<file path="src/rtl/serial_add_seq_pkg.sv">
// Shared definitions for the bit-serial arithmetic sequencers: FSM state
// encodings, opcodes and the counter sizing helper.
package serial_add_seq_pkg;

  typedef enum logic [1:0] {
    IDLE = 2'd0,
    RUN  = 2'd1,
    DONE = 2'd2
  } state_e;

  localparam logic OP_ADD = 1'b0;
  localparam logic OP_SUB = 1'b1;

  // Bit counter needs to reach WIDTH-1; never narrower than one bit.
  function automatic int cnt_width(input int w);
    return (w > 1) ? $clog2(w) : 1;
  endfunction

endpackage

</file>
<file path="src/rtl/serial_add_seq_fa_cell.sv">
// Single-bit full adder built from two half adders and an OR; purely
// combinational, no flow control.
module ha_cell (
  output logic s,
  output logic c,
  input  logic a,
  input  logic b
);
  assign s = a ^ b;
  assign c = a & b;
endmodule

module fa_cell (
  output logic sum,
  output logic carry,
  input  logic a,
  input  logic b,
  input  logic cin
);
  logic s0, c0, c1;

  ha_cell u_ha0 (.s(s0),  .c(c0), .a(a),  .b(b));
  ha_cell u_ha1 (.s(sum), .c(c1), .a(s0), .b(cin));

  assign carry = c0 | c1;
endmodule

</file>
<file path="src/rtl/serial_add_seq.sv">
// Bit-serial add/subtract, LSB first, through one shared full-adder cell.
// Latency WIDTH+1 edges from accept to done; start is ignored while busy.
module serial_add_seq
  import serial_add_seq_pkg::*;
#(
  parameter int WIDTH = 4
) (
  input  logic             clk,
  input  logic             rst,
  input  logic             start,
  input  logic             op,
  input  logic [WIDTH-1:0] a,
  input  logic [WIDTH-1:0] b,
  output logic             busy,
  output logic             done,
  output logic [WIDTH-1:0] sum,
  output logic             cout,
  output logic             ovf
);

  localparam int CW = cnt_width(WIDTH);
  localparam logic [CW-1:0] CNT_LAST = CW'(WIDTH - 1);
  localparam logic [CW-1:0] CNT_ONE  = CW'(1);

  state_e           state_q;
  logic [CW-1:0]    cnt_q;
  logic [WIDTH-1:0] a_q, b_q, psum_q, sum_q;
  logic [WIDTH-1:0] psum_d;
  logic             carry_q, cout_q, ovf_q, busy_q, done_q;
  logic             fa_s, fa_c;

  fa_cell u_fa (
    .sum   (fa_s),
    .carry (fa_c),
    .a     (a_q[0]),
    .b     (b_q[0]),
    .cin   (carry_q)
  );

  assign psum_d = {fa_s, psum_q[WIDTH-1:1]};

  always_ff @(posedge clk) begin
    if (rst) begin
      state_q <= IDLE;
      cnt_q   <= '0;
      a_q     <= '0;
      b_q     <= '0;
      psum_q  <= '0;
      sum_q   <= '0;
      carry_q <= 1'b0;
      cout_q  <= 1'b0;
      ovf_q   <= 1'b0;
      busy_q  <= 1'b0;
      done_q  <= 1'b0;
    end else begin
      case (state_q)
        IDLE, DONE: begin
          done_q <= 1'b0;
          if (start) begin
            // Subtract is a + ~b + 1: invert B and seed the carry with op.
            a_q     <= a;
            b_q     <= b ^ {WIDTH{op}};
            carry_q <= (op == OP_SUB);
            cnt_q   <= '0;
            busy_q  <= 1'b1;
            state_q <= RUN;
          end else begin
            state_q <= IDLE;
          end
        end
        RUN: begin
          psum_q  <= psum_d;
          a_q     <= a_q >> 1;
          b_q     <= b_q >> 1;
          carry_q <= fa_c;
          cnt_q   <= cnt_q + CNT_ONE;
          if (cnt_q == CNT_LAST) begin
            // carry_q here is still the carry into the MSB.
            sum_q   <= psum_d;
            cout_q  <= fa_c;
            ovf_q   <= carry_q ^ fa_c;
            busy_q  <= 1'b0;
            done_q  <= 1'b1;
            state_q <= DONE;
          end
        end
        default: state_q <= IDLE;
      endcase
    end
  end

  assign busy = busy_q;
  assign done = done_q;
  assign sum  = sum_q;
  assign cout = cout_q;
  assign ovf  = ovf_q;

endmodule

</file>
<file path="config.mk">
export PLATFORM = sky130hd
export DESIGN_NAME = serial_add_seq
export DESIGN_NICKNAME = d
export VERILOG_FILES = /design/src/rtl/serial_add_seq_pkg.sv /design/src/rtl/serial_add_seq_fa_cell.sv /design/src/rtl/serial_add_seq.sv
export SDC_FILE = /design/constraint.sdc
export NUM_CORES = 1
export LEC_CHECK = 0
export BUFFER_PORTS_ARGS = -buffer_cell sky130_fd_sc_hd__buf_2
export CORE_MARGIN = 2
export CORE_UTILIZATION = 53
export DETAILED_ROUTE_END_ITERATION = 12
export PLACE_DENSITY_LB_ADDON = 0.08
export SLEW_MARGIN = 40
export SYNTH_ARGS = -nofsm -noshare
export SYNTH_HDL_FRONTEND = slang
export SYNTH_HIERARCHICAL = 1
export SYNTH_SLANG_ARGS = --single-unit
</file>
<file path="constraint.sdc">
create_clock -name clk -period 1.7 [get_ports clk]
set_input_delay 0.17 -clock clk [delete_from_list [all_inputs] [get_ports clk]]
set_output_delay 0.17 -clock clk [all_outputs]
set_load 0.005 [all_outputs]
</file>
* Word level (Yosys, flattened, before mapping)
Cells that the tools add are included.
** Word-level totals
- Register bits :: 25
- Logic and storage cells :: 47
- Bits of input ports :: 12
- Output and inout bits :: 8
** Cells by class
- Add/subtract/negate cells :: 1
- Equal/unequal tests :: 5
- Bitwise operators :: 7
- Reductions and logical operators :: 7
- Muxes and demuxes :: 16
** Operator list (count)
- 4-bit case mux with 2 select lines :: 2
- 4-bit two-way mux :: 2
- 2-bit case mux with 2 select lines :: 2
- 1-bit case mux with 2 select lines :: 3
- 2-bit AND reduction :: 3
- 1-bit two-way mux :: 5
- 2-bit == test (second input constant) :: 2
- 2-bit two-way mux :: 2
- 2-bit inequality test (second input constant) :: 2
- 4-bit bitwise XOR :: 1
- 3-bit AND reduction :: 1
- 1-bit bitwise XOR :: 3
- 2-bit by 1-bit adder with 2-bit output (second input constant) :: 1
- 1-bit AND :: 2
- 2-bit by 1-bit == test with 1-bit output (second input constant) :: 1
- 2-bit zero test :: 1
- 2-bit nonzero test :: 1
- 2-bit OR reduction :: 1
- 1-bit OR :: 1

* Longest topological paths before layout
- Depth in word-level cells :: 4
- Gate-level depth with buffers :: 6
- Mapped depth without buffers :: 6

* Cells and area by module
Netlist, hierarchy kept.
** Modules (own cells, without submodules)
- serial_add_seq :: seq. area each 480.5 um^2, instances 1, area an instance 1026.0 um^2, cells each 112
- ha_cell :: seq. area each 0.0 um^2, instances 2, area an instance 12.5 um^2, cells each 1
- fa_cell :: seq. area each 0.0 um^2, instances 1, area an instance 6.3 um^2, cells each 1

* Worst setup path before layout
OpenSTA, ideal clock, no wires.
- Path kind :: register to register
- Start :: register a_q[0]
- End :: register ovf_q (netlist: ovf)
- Library setup time :: 0.068 ns
- Cell stages (with the launch flop) :: 7
- Buffers on the path :: 0
- Data required time :: 1.632 ns
- Period minus slack after synthesis :: 1.475 ns
- Path slack :: 0.225 ns
- Arrival :: 1.406 ns
- Cells stage by stage :: dfxtp_1 ha_1 ha_1 or2_1 xor2_1 nand3_2 a21oi_2
** Between the ends
- Word-level cells in the longest chain between the ends :: 4
- Elaborated cells between the ends (all ways) :: 5
- Those cells by class :: 5 x bitwise
** RTL lines
- from (decl) :: RTL line serial_add_seq.sv:27 : logic [WIDTH-1:0] a_q, b_q, psum_q, sum_q;
- from (signal assigned) :: RTL line serial_add_seq.sv:73 : a_q <= a_q >> 1;
- 1-bit bitwise XOR :: RTL line serial_add_seq_fa_cell.sv:9 : assign s = a ^ b;
- net u_fa.s0 :: RTL line serial_add_seq_fa_cell.sv:20 : logic s0, c0, c1;
- 1-bit AND :: RTL line serial_add_seq_fa_cell.sv:10 : assign c = a & b;
- net u_fa.c1 :: RTL line serial_add_seq_fa_cell.sv:20
- 1-bit OR :: RTL line serial_add_seq_fa_cell.sv:25 : assign carry = c0 | c1;
- net fa_c :: RTL line serial_add_seq.sv:30 : logic fa_s, fa_c;
- 1-bit bitwise XOR :: RTL line serial_add_seq.sv:81 : ovf_q <= carry_q ^ fa_c;
- to (signal assigned) :: RTL line serial_add_seq.sv:81
- to (decl) :: RTL line serial_add_seq.sv:29 : logic carry_q, cout_q, ovf_q, busy_q, done_q;
The timed path passes the listed nets, and every way through them passes these cells.
A chain may end at the register's enable or synchronous reset.

* Worst setup path in the final report
Ends and elaborated chain as after synthesis.

==> metrics.yaml <==
final-setup-viol-count: 0
grt_max_degree: 25
use_met2: 0.315
finalCritPeriodShare: 0.923
area_growth_pct: 10.5
path_cells: "ha_1 > ha_1 > or2_1 > xor2_1 > nand3_2 > a21oi_2"
worstHoldStart: "a[3]"
synth_cells: 115
r2r_setup_slack_ns: 0.13
synth-main-ff-cell: "dfxtp_1"
hold_buffers: 0
die_height_um: 48.7
status: "complete, no violations"
place_ws_ns: 0.150
diodes: 0
regToRegEndpoint: "ovf$_SDFFE_PP0P_"
fin_ws_ns: 0.131
ios: 20
cpMaxStageDelayCell: "dfxtp_1"
clk_latency_ns: 0.30
grt_remaining_overflow: 0
ys_async_sr_fraction: 0
ys_types: 23
busiest_layer: "met2"
fp-row-count: 16
totalWireLength_mm: 1.85
worstReg2RegStart: "a_q[0]$_SDFFE_PP0P_"
tns_ns: 0
cp.arrival_ns: 1.82
first_pass_iters: 3
period_minus_slack_ns: 1.57
yosysWarnings: 6
clock-sinks: 24
vias: 822
final_area_um2: 1170
mostFrequentLayoutCells: "dfxtp_1 (24), buf_2 (19), nand2_1 (15), a21oi_1 (15), nand3_1 (11)"
final_max_slew_viol_count: 0
grt_pass1_vias: 806
cts_root_buf: "clkbuf_4"
crit_type: "reg2reg"
cp_data_required_time_ns: 1.95
start_util: 0.550
use_met1: 0.203
tritoncts: "built"
crit_family: "adder cells"
worst_path_largest_cell_delay_ns: 0.34
min_to: "a_q[3]$_SDFFE_PP0P_"
grt_setup_unrepaired: "false"
grt.met3_usage: 0.0401
cp-start-kind: "flop"
clock.fmax_ghz: 0.637
dieArea_um2: 2370
crit_fanout: 3
cts_buffers: 3
hp-class: "in2reg"
synth_seq_cells: 24
nets: 148
syn-cell-area_um2: 1060
htreeDepth: 1
gr-usage-all-layers: 0.177
placed_area_um2: 1150
drtIter0Drc: 10
drc: 0
syn_avg_cell_area_um2: 9.19
grt_pass1_wl_mm: 3.32
peakVddDrop_mv: 0.511
hold_depth: 3
post_cts_resize_count: 0
drive_above_1_share: 0.282
reg2regPathDepth: 6
power_density_nw_per_um2: 832
cp-end-kind: "flop"
synth_fp_nets: 130
postCtsSetupBuffers: 0
synth_edf_count: 0
die_x_um: 48.7
drtAntennaViolNets: 0
worst-path-buf-inv: 0
grt_antenna_before_repair: 0
clk_path_buf_depth: 2
tightestPinTransition_ns: 0.574
worst_path_most_repeated_cell: "ha_1"
wl_per_cell_um: 11.7
yosysSeqAreaShare: 0.454
place_congestion: 0.704
layout_commonest_cell: "dfxtp_1"
clk_pin_slew_worst_paths_ns: 0.12
core_area_um2: 1920
via_per_inst: 5.20
cap_viol_max_count: 0
place.port_buffers: 19
relSlewSlack: 0.618
cellLeakagePower_nw: 0.457
hold_violations: 0
skew_ns: 0.00117
how the worst max path moves through the flow:
stage | endpoint | depth (start not counted) | from | slack (ns)
finish | ovf$_SDFFE_PP0P_ | 6 | a_q[0]$_SDFFE_PP0P_ | 0.13
global route | ovf$_SDFFE_PP0P_ | 6 | a_q[0]$_SDFFE_PP0P_ | 0.05
CTS | ovf$_SDFFE_PP0P_ | 6 | a_q[0]$_SDFFE_PP0P_ | 0.12
detailed placement | ovf$_SDFFE_PP0P_ | 6 | a_q[0]$_SDFFE_PP0P_ | 0.15
global placement | ovf$_SDFFE_PP0P_ | 6 | a_q[0]$_SDFFE_PP0P_ | 0.19
floorplan | ovf$_SDFFE_PP0P_ | 6 | a_q[0]$_SDFFE_PP0P_ | 0.23
cells by family after synthesis:
group,share of synthesized area
DFF,0.454
buffers and inverters,0.0627
xor gates and xnor gates,0.0414
AOI/OAI and AO/OA,0.182
adders and majority gates,0.0355
and+or+nand+nor,0.224
stage by stage:
stage | utilization | instances | total power (W) | hold slack (ns)
after floorplan | - | 115 | 0.000716 | 0.239
after CTS | 0.608 | 158 | 0.000980 | 0.105
after global placement | 0.596 | 155 | 0.000739 | 0.413
after global routing | 0.608 | 158 | 0.00102 | 0.122
final | 0.608 | 158 | 0.000972 | 0.100
after detailed placement | 0.596 | 155 | 0.000743 | 0.441
registers in the layout (all words and copies together), names as in the netlist:
| name | count |
|---|---|
| cnt_q | 2 |
| state_q | 2 |
| sum | 4 |
| busy | 1 |
| cout | 1 |
| psum_q | 3 |
| b_q | 4 |
| done | 1 |
| ovf | 1 |
| carry_q | 1 |
| a_q | 4 |
report_power, final:
group | leakage (nW) | total [W] | internal [W] | switching (W)
Clock | 0.0138 | 0.000243 | 0.0000828 | 0.000160
Sequential | 0.196 | 0.000602 | 0.000587 | 0.0000150
Combinational | 0.247 | 0.000127 | 0.0000509 | 0.0000765
Total | 0.457 | 0.000972 | 0.000721 | 0.000251
synth_stat cells (2+ instances only):
cell type | number | share of area
a21oi_1 | 15 | 0.071
a21oi_2 | 6 | 0.050
a22oi_1 | 7 | 0.050
buf_2 | 4 | 0.019
buf_4 | 2 | 0.014
clkbuf_1 | 2 | 0.0071
dfxtp_1 | 24 | 0.45
ha_1 | 3 | 0.036
nand2_1 | 15 | 0.053
nand2b_1 | 3 | 0.018
nand3_1 | 11 | 0.052
nand3_2 | 6 | 0.057
nor2_1 | 3 | 0.011
xor2_1 | 5 | 0.041
worst register-to-register path, cell delays in order, from the launching register on:
cell and delay, ns:
dfxtp_1 0.34, ha_1 0.29, ha_1 0.19, or2_1 0.27, xor2_1 0.20, nand3_2 0.09, a21oi_2 0.13
routing by layer:
layer  wire, um  up-vias
li1           -      429
met1        858      370
met2        892       19
met3         80        4
met4         19        0
met5          0        -
cell type report:
type,instances,area (um2)
timing repair buffer,22,118
inverter,1,3.75
fill,193,753
clock buffer,3,22.5
sequential,24,480
tap,27,33.8
multi-input combinational,81,510
(Power assumes the default switching activity.)
